### src/rtl/rgmii_idelay_cal.sv
// RGMII receive IDELAY calibration: sweeps every tap, scores preamble/SFD
// integrity per tap, then programs the centre of the longest passing window.
module rgmii_idelay_cal #(
    parameter int TAP_W         = 5,
    parameter int INIT_TAP      = 0,
    parameter int SETTLE_CYCLES = 16,
    parameter int WIN_CYCLES    = 65536,
    parameter int MIN_GOOD      = 4
) (
    input  logic                    gmii_rx_clk,
    input  logic                    rst_n,
    input  logic                    cal_start,
    input  logic                    gmii_rx_dv,
    input  logic [7:0]              gmii_rxd,
    output logic [TAP_W-1:0]        idelay_value,
    output logic                    cal_busy,
    output logic                    cal_done,
    output logic                    cal_fail,
    output logic [(1<<TAP_W)-1:0]   pass_map,
    output logic [TAP_W-1:0]        win_first,
    output logic [TAP_W-1:0]        win_last
);
    localparam int SW = $clog2(SETTLE_CYCLES + 1);
    localparam int WW = $clog2(WIN_CYCLES + 1);
    localparam logic [TAP_W:0] ONE_LEN = 1;

    typedef enum logic [2:0] {IDLE, SETTLE, MEASURE, NEXT, EVAL, DONE} state_t;
    state_t state, state_nxt;

    logic [TAP_W-1:0] tap;
    logic [SW-1:0]    settle_cnt;
    logic [WW-1:0]    win_cnt;
    logic [7:0]       good_cnt, bad_cnt;

    logic             dv_q, fr_active, fr_active_nxt, good_hit, bad_hit;
    logic [2:0]       fr_k, fr_k_nxt;

    logic [TAP_W-1:0] eval_idx, cur_start, best_first, nxt_cur_start, nxt_best_first;
    logic [TAP_W:0]   cur_len, best_len, nxt_cur_len, nxt_best_len, len_m1;

    assign cal_busy = (state != IDLE);
    assign cal_done = (state == DONE);

    always_comb begin
        state_nxt = state;
        case (state)
            IDLE:    if (cal_start) state_nxt = SETTLE;
            SETTLE:  if (settle_cnt == SW'(SETTLE_CYCLES - 1)) state_nxt = MEASURE;
            MEASURE: if (win_cnt == WW'(WIN_CYCLES - 1)) state_nxt = NEXT;
            NEXT:    state_nxt = (tap == '1) ? EVAL : SETTLE;
            EVAL:    if (eval_idx == '1) state_nxt = DONE;
            DONE:    state_nxt = IDLE;
            default: state_nxt = IDLE;
        endcase
    end

    // Preamble/SFD checker. Only a 0->1 edge seen inside MEASURE opens a frame,
    // so a run already in flight at window entry never gets scored.
    always_comb begin
        good_hit      = 1'b0;
        bad_hit       = 1'b0;
        fr_active_nxt = fr_active;
        fr_k_nxt      = fr_k;
        if (state != MEASURE) begin
            fr_active_nxt = 1'b0;
        end else if (gmii_rx_dv && !dv_q) begin
            fr_k_nxt = 3'd1;
            if (gmii_rxd == 8'h55) fr_active_nxt = 1'b1;
            else                   bad_hit       = 1'b1;
        end else if (fr_active) begin
            if (!gmii_rx_dv || gmii_rxd != ((fr_k == 3'd7) ? 8'hD5 : 8'h55)) begin
                bad_hit       = 1'b1;
                fr_active_nxt = 1'b0;
            end else if (fr_k == 3'd7) begin
                good_hit      = 1'b1;
                fr_active_nxt = 1'b0;
            end else begin
                fr_k_nxt = fr_k + 3'd1;
            end
        end
    end

    // One pass_map bit per EVAL cycle; strict '>' keeps the lowest run on ties.
    always_comb begin
        nxt_cur_start  = cur_start;
        nxt_cur_len    = cur_len;
        nxt_best_first = best_first;
        nxt_best_len   = best_len;
        if (pass_map[eval_idx]) begin
            if (cur_len == '0) nxt_cur_start = eval_idx;
            nxt_cur_len = cur_len + ONE_LEN;
            if (nxt_cur_len > best_len) begin
                nxt_best_first = nxt_cur_start;
                nxt_best_len   = nxt_cur_len;
            end
        end else begin
            nxt_cur_len = '0;
        end
        len_m1 = nxt_best_len - ONE_LEN;
    end

    always_ff @(posedge gmii_rx_clk or negedge rst_n) begin
        if (!rst_n) begin
            dv_q      <= 1'b0;
            fr_active <= 1'b0;
            fr_k      <= '0;
            good_cnt  <= '0;
            bad_cnt   <= '0;
        end else begin
            dv_q      <= gmii_rx_dv;
            fr_active <= fr_active_nxt;
            fr_k      <= fr_k_nxt;
            if (state == SETTLE) begin
                good_cnt <= '0;
                bad_cnt  <= '0;
            end else begin
                if (good_hit && good_cnt != 8'hFF) good_cnt <= good_cnt + 8'd1;
                if (bad_hit  && bad_cnt  != 8'hFF) bad_cnt  <= bad_cnt + 8'd1;
            end
        end
    end

    always_ff @(posedge gmii_rx_clk or negedge rst_n) begin
        if (!rst_n) begin
            state        <= IDLE;
            tap          <= '0;
            settle_cnt   <= '0;
            win_cnt      <= '0;
            idelay_value <= TAP_W'(INIT_TAP);
            cal_fail     <= 1'b0;
            pass_map     <= '0;
            win_first    <= '0;
            win_last     <= '0;
            eval_idx     <= '0;
            cur_start    <= '0;
            cur_len      <= '0;
            best_first   <= '0;
            best_len     <= '0;
        end else begin
            state <= state_nxt;
            case (state)
                IDLE: if (cal_start) begin
                    tap          <= '0;
                    idelay_value <= '0;
                    pass_map     <= '0;
                    cal_fail     <= 1'b0;
                    settle_cnt   <= '0;
                end
                SETTLE: begin
                    settle_cnt <= settle_cnt + SW'(1);
                    if (state_nxt == MEASURE) begin
                        settle_cnt <= '0;
                        win_cnt    <= '0;
                    end
                end
                MEASURE: win_cnt <= win_cnt + WW'(1);
                NEXT: begin
                    pass_map[tap] <= (good_cnt >= 8'(MIN_GOOD)) && (bad_cnt == 8'd0);
                    if (tap != '1) begin
                        tap          <= tap + TAP_W'(1);
                        idelay_value <= tap + TAP_W'(1);
                    end else begin
                        eval_idx   <= '0;
                        cur_start  <= '0;
                        cur_len    <= '0;
                        best_first <= '0;
                        best_len   <= '0;
                    end
                end
                EVAL: begin
                    eval_idx   <= eval_idx + TAP_W'(1);
                    cur_start  <= nxt_cur_start;
                    cur_len    <= nxt_cur_len;
                    best_first <= nxt_best_first;
                    best_len   <= nxt_best_len;
                    if (eval_idx == '1) begin
                        if (nxt_best_len == '0) begin
                            cal_fail     <= 1'b1;
                            idelay_value <= TAP_W'(INIT_TAP);
                            win_first    <= '0;
                            win_last     <= '0;
                        end else begin
                            win_first    <= nxt_best_first;
                            win_last     <= nxt_best_first + len_m1[TAP_W-1:0];
                            idelay_value <= nxt_best_first + len_m1[TAP_W:1];
                        end
                    end
                end
                default: ;
            endcase
        end
    end
endmodule

### config.mk
export PLATFORM = sky130hd
export DESIGN_NAME = rgmii_idelay_cal
export DESIGN_NICKNAME = d
export VERILOG_FILES = /design/src/rtl/rgmii_idelay_cal.sv
export SDC_FILE = /design/constraint.sdc
export NUM_CORES = 1
export LEC_CHECK = 0
export CORE_ASPECT_RATIO = 1.1
export CORE_MARGIN = 1
export CORE_UTILIZATION = 40
export DETAILED_ROUTE_END_ITERATION = 7
export GPL_ROUTABILITY_DRIVEN = 0
export MAX_ROUTING_LAYER = met4
export PLACE_DENSITY_LB_ADDON = 0.2
export SYNTH_ARGS = -nofsm -noshare
export SYNTH_HDL_FRONTEND = slang
export SYNTH_SLANG_ARGS = --single-unit
### constraint.sdc
create_clock -name gmii_rx_clk -period 5.1 [get_ports gmii_rx_clk]
set_input_delay 0.765 -clock gmii_rx_clk [delete_from_list [all_inputs] [get_ports gmii_rx_clk]]
set_output_delay 0.765 -clock gmii_rx_clk [all_outputs]
set_load 0.005 [all_outputs]
==> impl_metrics.csv, run 1 <==
group,metric,value,unit
setup_path,critPathMaxFanout,5,
timing,fin_ws,0.364,ns
yosys,syn_inst,746,
timing,setup_viol,0,
timing,final-max-slew-violation-count,0,
placed_design,dp_slack,0.254,ns
cells_and_area,syn_to_final_growth,19.4,%
cells_and_area,layout_commonest_cell,"dfrtp_1",
floorplan,top_level_ports,62,
pwr,p_leak,0.00375,uW
yosys,ys.flop_type,"dfrtp_1",
cts,postCtsSetupBuffers,0,
yosys,syn_nets,793,
cts,hold_buffers,0,
detailed_routing,drc,0,
cells_and_area,nNetsFinal,851,
yosys,avgSynthCellArea,9.57,um2
job,max-cap-violations,0,
cts,path_clk_slew,0.05,ns
setup_path,endpoint_kind,"register",
cts,htree_levels,4,
floorplan,die_area,0.0184,mm2
hold_path,holdPathStages,2,
cells_and_area,fillers,1621,
cells_and_area,antenna_cells,0,
hold_path,hp-class,"register to register",
detailed_routing,postRouteWirelength,18.0,mm
setup_path,required,5.45,ns
pwr,power.total,2240,uW
timing,period_needed,4.74,ns
global_route,grt_max_degree,87,
global_route,grt_overflow,0,
pwr,vdd_drop_max,0.000230,V
global_route,track_usage,21.7,%
detailed_routing,num_vias,5877,
global_route,grt_pass1_wl,29.9,mm
yosys,netlist_top_cells_area,"dfrtp_1, ha_1, nand2_1",
timing,tns,0,ns
timing,rsz0062_at_grt,"no",
cts,cts_root_buf,"clkbuf_16",
detailed_routing,vias_per_cell,5.60,
setup_path,start_kind,"register",
cells_and_area,register_area,0.00315,mm2
setup_path,ff2ff_path_depth,23,
global_route,antenna_found_initial,0,
cts,clkSinkCount,126,
yosys,ys_types,70,
floorplan,core_area,0.0173,mm2
floorplan,die_h,142,um
placed_design,dpl.hpwl,12.8,mm
timing,max_freq,0.211,GHz
detailed_routing,dr.pass1.iters,5,
yosys,synth_edf_count,0,
floorplan,std_cell_rows,50,
detailed_routing,drtIter0Drc,358,
floorplan,start_util,41.3,%
yosys,synth_async_sr_flop_share,100,%
cts,clock_latency,0.42,ns
yosys,synth_top_area_cell,"dfrtp_1",
timing,period_share,92.9,%
setup_path,crit_type,"register to register",
timing,fin_skew,0.00672,ns
yosys,synth_top_area_share,44.2,%
setup_path,r2r_slack,0.36,ns
cts,cts_tree,"done",
cells_and_area,final_cell_mix,"dfrtp_1, nand2_1, clkdlybuf4s50_1",
cells_and_area,multi_input_area,0.00376,mm2
global_route,grt_pass1_vias,5877,
timing,hold_viol,0,
yosys,yosys_warnings,0,
setup_path,arrival,5.09,ns
cts,numCtsBuffers,17,
yosys,ys_ff_latch,126,
detailed_routing,drtAntennaViolNets,0,
yosys,ys_seq_area_share,44.2,%
cts,clk_path_buf_depth,2,
yosys,syn_area,0.00714,mm2
pwr,power_density,263,mW/mm2
timing,tightestPinTransition,1.21,ns
timing,slew_headroom,19.2,%
detailed_routing,routedWlPerCell,17.1,um
cells_and_area,layout-drive-gt1-share,8.22,%
status,outcome,"finished clean",
floorplan,die_width,129,um
placed_design,portBuffers,61,
## path summary, 6_finish.rpt
path	from	to
worst max-delay path	cur_len[4]	idelay_value[4]
max in group asynchronous	rst_n	pass_map[22]
worst min register to register	win_first[3]	win_first[3]
worst min-delay path	win_first[3]	win_first[3]
min in group asynchronous	rst_n	pass_map[2]
worst max register to register	cur_len[4]	idelay_value[4]
## metrics by stage
stage	cells	hold WS [ns]	util [%]	instance area [um2]
detailed placement	1019	0.456	46.2	7970
CTS	1049	0.467	49.3	8510
global route	1049	0.507	49.4	8520
floorplan	746	0.437	-	7140
finish	1049	0.464	49.4	8520
global placement	1019	0.457	46.2	7970
## cells by family (layout without fill, tap and decap cells)
| logic type | Yosys count | count (layout) | share of synthesized area, % |
|---|---|---|---|
| simple gates | 260 | 260 | 18.1 |
| compound gates | 198 | 198 | 18.6 |
| flops | 126 | 126 | 44.2 |
| buf+inv | 58 | 127 | 3.50 |
| fa+ha+maj | 35 | 35 | 6.34 |
| mux | 35 | 35 | 5.15 |
| xor+xnor | 34 | 34 | 4.17 |
## critical path, stage by stage (launching register included)
cell and delay, ns:
dfrtp_1 0.44, and3_1 0.22, nand3_1 0.12, xor2_2 0.20, inv_1 0.13, ha_1 0.32, nand3_1 0.12, a21o_1 0.18
a21oi_2 0.23, inv_1 0.13, a21oi_4 0.20, nor2_1 0.06, a21oi_1 0.16, ha_1 0.24, inv_1 0.07, nor3_1 0.26
xnor2_1 0.13, mux2i_2 0.23, ha_1 0.31, a21o_1 0.21, a21oi_1 0.15, mux2i_1 0.09, a2111o_1 0.38, nand3_1 0.08
## routing by layer
metal  track usage [%]  wire length, um  share of wire, %  vias to the layer above
li1                  -                -                 -                     2831
met1              27.3             8030                45                     2872
met2              33.6             8740                49                      139
met3              4.62              761               4.2                       35
met4              9.41              432               2.4                        0
met5                 -                0                 0                        -
## synth_stat cells (all sizes together) (4+ instances only)
| master | n |
|---|---|
| nand3b | 5 |
| mux2i | 24 |
| clkbuf | 23 |
| ha | 33 |
| a21oi | 32 |
| and2 | 11 |
| xnor2 | 17 |
| a211oi | 4 |
| o31ai | 23 |
| o21ai | 61 |
| nand2 | 84 |
| inv | 27 |
| buf | 8 |
| mux2 | 11 |
| nor3 | 4 |
| a22o | 22 |
| nor2 | 51 |
| o211ai | 19 |
| nand4 | 9 |
| nor2b | 4 |
| dfrtp | 126 |
| xor2 | 17 |
| and3 | 12 |
| or3 | 4 |
| a22oi | 4 |
| o22ai | 4 |
| nand2b | 5 |
| nor3b | 4 |
| a31oi | 7 |
| nand3 | 53 |
| a21o | 7 |
## registers in the layout, indices dropped and copies added (netlist names), 6 cells and up
name and cells:
bad_cnt 8, pass_map 32, win_cnt 17, good_cnt 8, cur_len 6, best_len 6
## power breakdown
| part | internal (uW) | switching [uW] | leakage [uW] |
|---|---|---|---|
| clock network | 685 | 429 | 0.000259 |
| logic | 35.3 | 50.4 | 0.00194 |
| registers | 1020 | 23.6 | 0.00155 |
| total | 1740 | 503 | 0.00375 |
## final cells by class
type                       instances  share of cell area [%]
tap                              234                    3.44
clock inverter                     7                   0.763
inverter                          27                    1.19
timing repair buffer              70                    7.93
clock buffer                      23                    5.49
sequential                       126                    37.0
multi-input combinational        562                    44.2
## what timing repair did
action	in CTS	in global routing
gates resized for setup	0	4
setup endpoints to repair	0	2
hold endpoints to repair	0	0
Power figures use the tool's default switching activity.
==> run 2, diff against run 1 <==
- clock period: 5.1 -> 5.5 ns (I/O delays scaled with it)
==> run 2 against run 1 <==
Effect of this change:
- global-route usage fell by 0.13 points
- non-clock buffer count did not move
- routed wire length down 0.80%
- hold slack got worse by 0.0013 ns
- die area is the same
==> impl_metrics.csv, run 2 (synthesis results as in run 1) <==
group,metric,value,unit
floorplan,core_area,0.0173,mm2
floorplan,die_h,142,um
cells_and_area,antenna_cells,0,
timing,fin_ws,0.493,ns
setup_path,critPathMaxFanout,9,
pwr,p_leak,0.00377,uW
cells_and_area,final_cell_mix,"dfrtp_1, nand2_1, clkdlybuf4s50_1",
pwr,power_density,249,mW/mm2
cts,htree_levels,4,
setup_path,crit_type,"register to register",
global_route,top_usage_layer,"met2",
setup_path,arrival,5.36,ns
placed_design,dpl.cell_count,1016,
global_route,grt_max_degree,65,
global_route,antenna_found_initial,0,
status,outcome,"finished clean",
cts,cts_root_buf,"clkbuf_16",
timing,period_needed,5.01,ns
setup_path,ff2ff_path_depth,23,
placed_design,place_area,0.00795,mm2
placed_design,dpl.hpwl,12.6,mm
timing,tightestPinTransition,1.20,ns
floorplan,start_util,41.3,%
global_route,gr-usage-met2,34.9,%
cells_and_area,fin_cells,1049,
pwr,vdd_drop_max,0.000209,V
floorplan,die_width,129,um
pwr,power.total,2130,uW
timing,tns,0,ns
timing,slew_headroom,19.7,%
cts,hold_buffers,0,
cells_and_area,reg_top3,"pass_map x32, win_cnt x17",
pwr,p_clk_share,50.8,%
global_route,grt_overflow,0,
timing,period_share,91.0,%
timing,max_freq,0.200,GHz
detailed_routing,drtAntennaViolNets,0,
job,max-cap-violations,0,
setup_path,required,5.85,ns
cts,postCtsSetupBuffers,0,
detailed_routing,num_vias,5886,
timing,setup_viol,0,
hold_path,hp-class,"register to register",
setup_path,endpoint_kind,"register",
pwr,power_frac_seq,45.5,%
hold_path,holdPathStages,2,
global_route,grt_pass1_vias,5977,
cts,numCtsBuffers,17,
global_route,met1_usage,26.9,%
cells_and_area,top_register,"pass_map",
cells_and_area,syn_to_final_growth,19.7,%
timing,hold_viol,0,
placed_design,portBuffers,61,
cts,clk_path_buf_depth,2,
timing,final-max-slew-violation-count,0,
detailed_routing,drc,0,
cts,clock_latency,0.42,ns
cts,path_clk_slew,0.06,ns
pwr,p_sw_share,21.8,%
pwr,p_comb_share,3.7,%
global_route,track_usage,21.6,%
detailed_routing,routedWlPerCell,17.0,um
cells_and_area,final_cell_area,0.00854,mm2
cells_and_area,layout-drive-gt1-share,7.98,%
placed_design,dp_slack,0.442,ns
cells_and_area,nNetsFinal,851,
floorplan,std_cell_rows,50,
detailed_routing,drtIter0Drc,420,
cts,cts-resized-gates,0,
cts,clkSinkCount,126,
pwr,power_switching,464,uW
global_route,grt_pass1_wl,30.0,mm
timing,fin_skew,0.00836,ns
floorplan,top_level_ports,62,
timing,rsz0062_at_grt,"no",
pwr,cell_internal_pwr,1660,uW
detailed_routing,postRouteWirelength,17.8,mm
cells_and_area,layout_commonest_cell,"dfrtp_1",
setup_path,start_kind,"register",
cts,cts_tree,"done",
global_route,use_met3,4.47,%
floorplan,die_area,0.0184,mm2
detailed_routing,dr.pass1.iters,5,
cells_and_area,largest_register_ffs,32,
detailed_routing,vias_per_cell,5.61,
run 2: layout make-up:
cell class	count	area, um2
Clock buffer	25	515
Clock inverter	5	55.1
Fill cell	1631	8720
Inverter	27	101
Multi-Input combinational cell	562	3750
Sequential cell	126	3150
Tap cell	234	293
Timing Repair Buffer	70	676
run 2: worst paths after layout:
path | start | end | slack, ns
max in group asynchronous | rst_n | bad_cnt[7] | 3.66
worst min-delay path | win_first[2] | win_first[2] | 0.46
worst min register to register | win_first[2] | win_first[2] | 0.46
worst max register to register | cur_len[2] | idelay_value[4] | 0.49
worst max-delay path | cur_len[2] | idelay_value[4] | 0.49
min in group asynchronous | rst_n | pass_map[10] | 0.51
run 2: routing by layer:
metal | share of wire [%] | routed length (um)
met1 | 46 | 8130
met2 | 49 | 8730
met3 | 3.7 | 662
met4 | 1.6 | 288
met5 | 0 | 0
run 2: power groups by stage:
stage	combinational (uW)	sequential, uW	clock [uW]
6_report	78.9	968	1080
3_5_place_dp	81.2	984	0
5_1_grt	92.8	972	1140
2_1_floorplan	41.9	978	0
3_3_place_gp	77.9	982	0
4_1_cts	81.1	968	1100
run 2: per-stage QoR:
step	hold slack [ns]	util, %
after floorplan	0.437	-
after global placement	0.458	46.0
after detailed placement	0.455	46.0
after CTS	0.467	49.3
after global routing	0.497	49.5
final	0.463	49.5
run 2: worst max-delay path, cell delays in order, from the launching register on:
cell and delay, ns:
dfrtp_1 0.49, and3_1 0.22, nand3_1 0.10, xor2_1 0.28, inv_1 0.15, ha_1 0.32, nand3_1 0.10, a21o_1 0.17
a21oi_1 0.35, inv_1 0.16, a21oi_4 0.28, nor2_1 0.07, a21oi_1 0.20, ha_1 0.24, inv_1 0.05, nor3_1 0.22
xnor2_1 0.10, mux2i_1 0.24, ha_1 0.32, a21o_1 0.21, a21oi_1 0.15, mux2i_1 0.08, a2111o_1 0.37, nand3_1 0.08
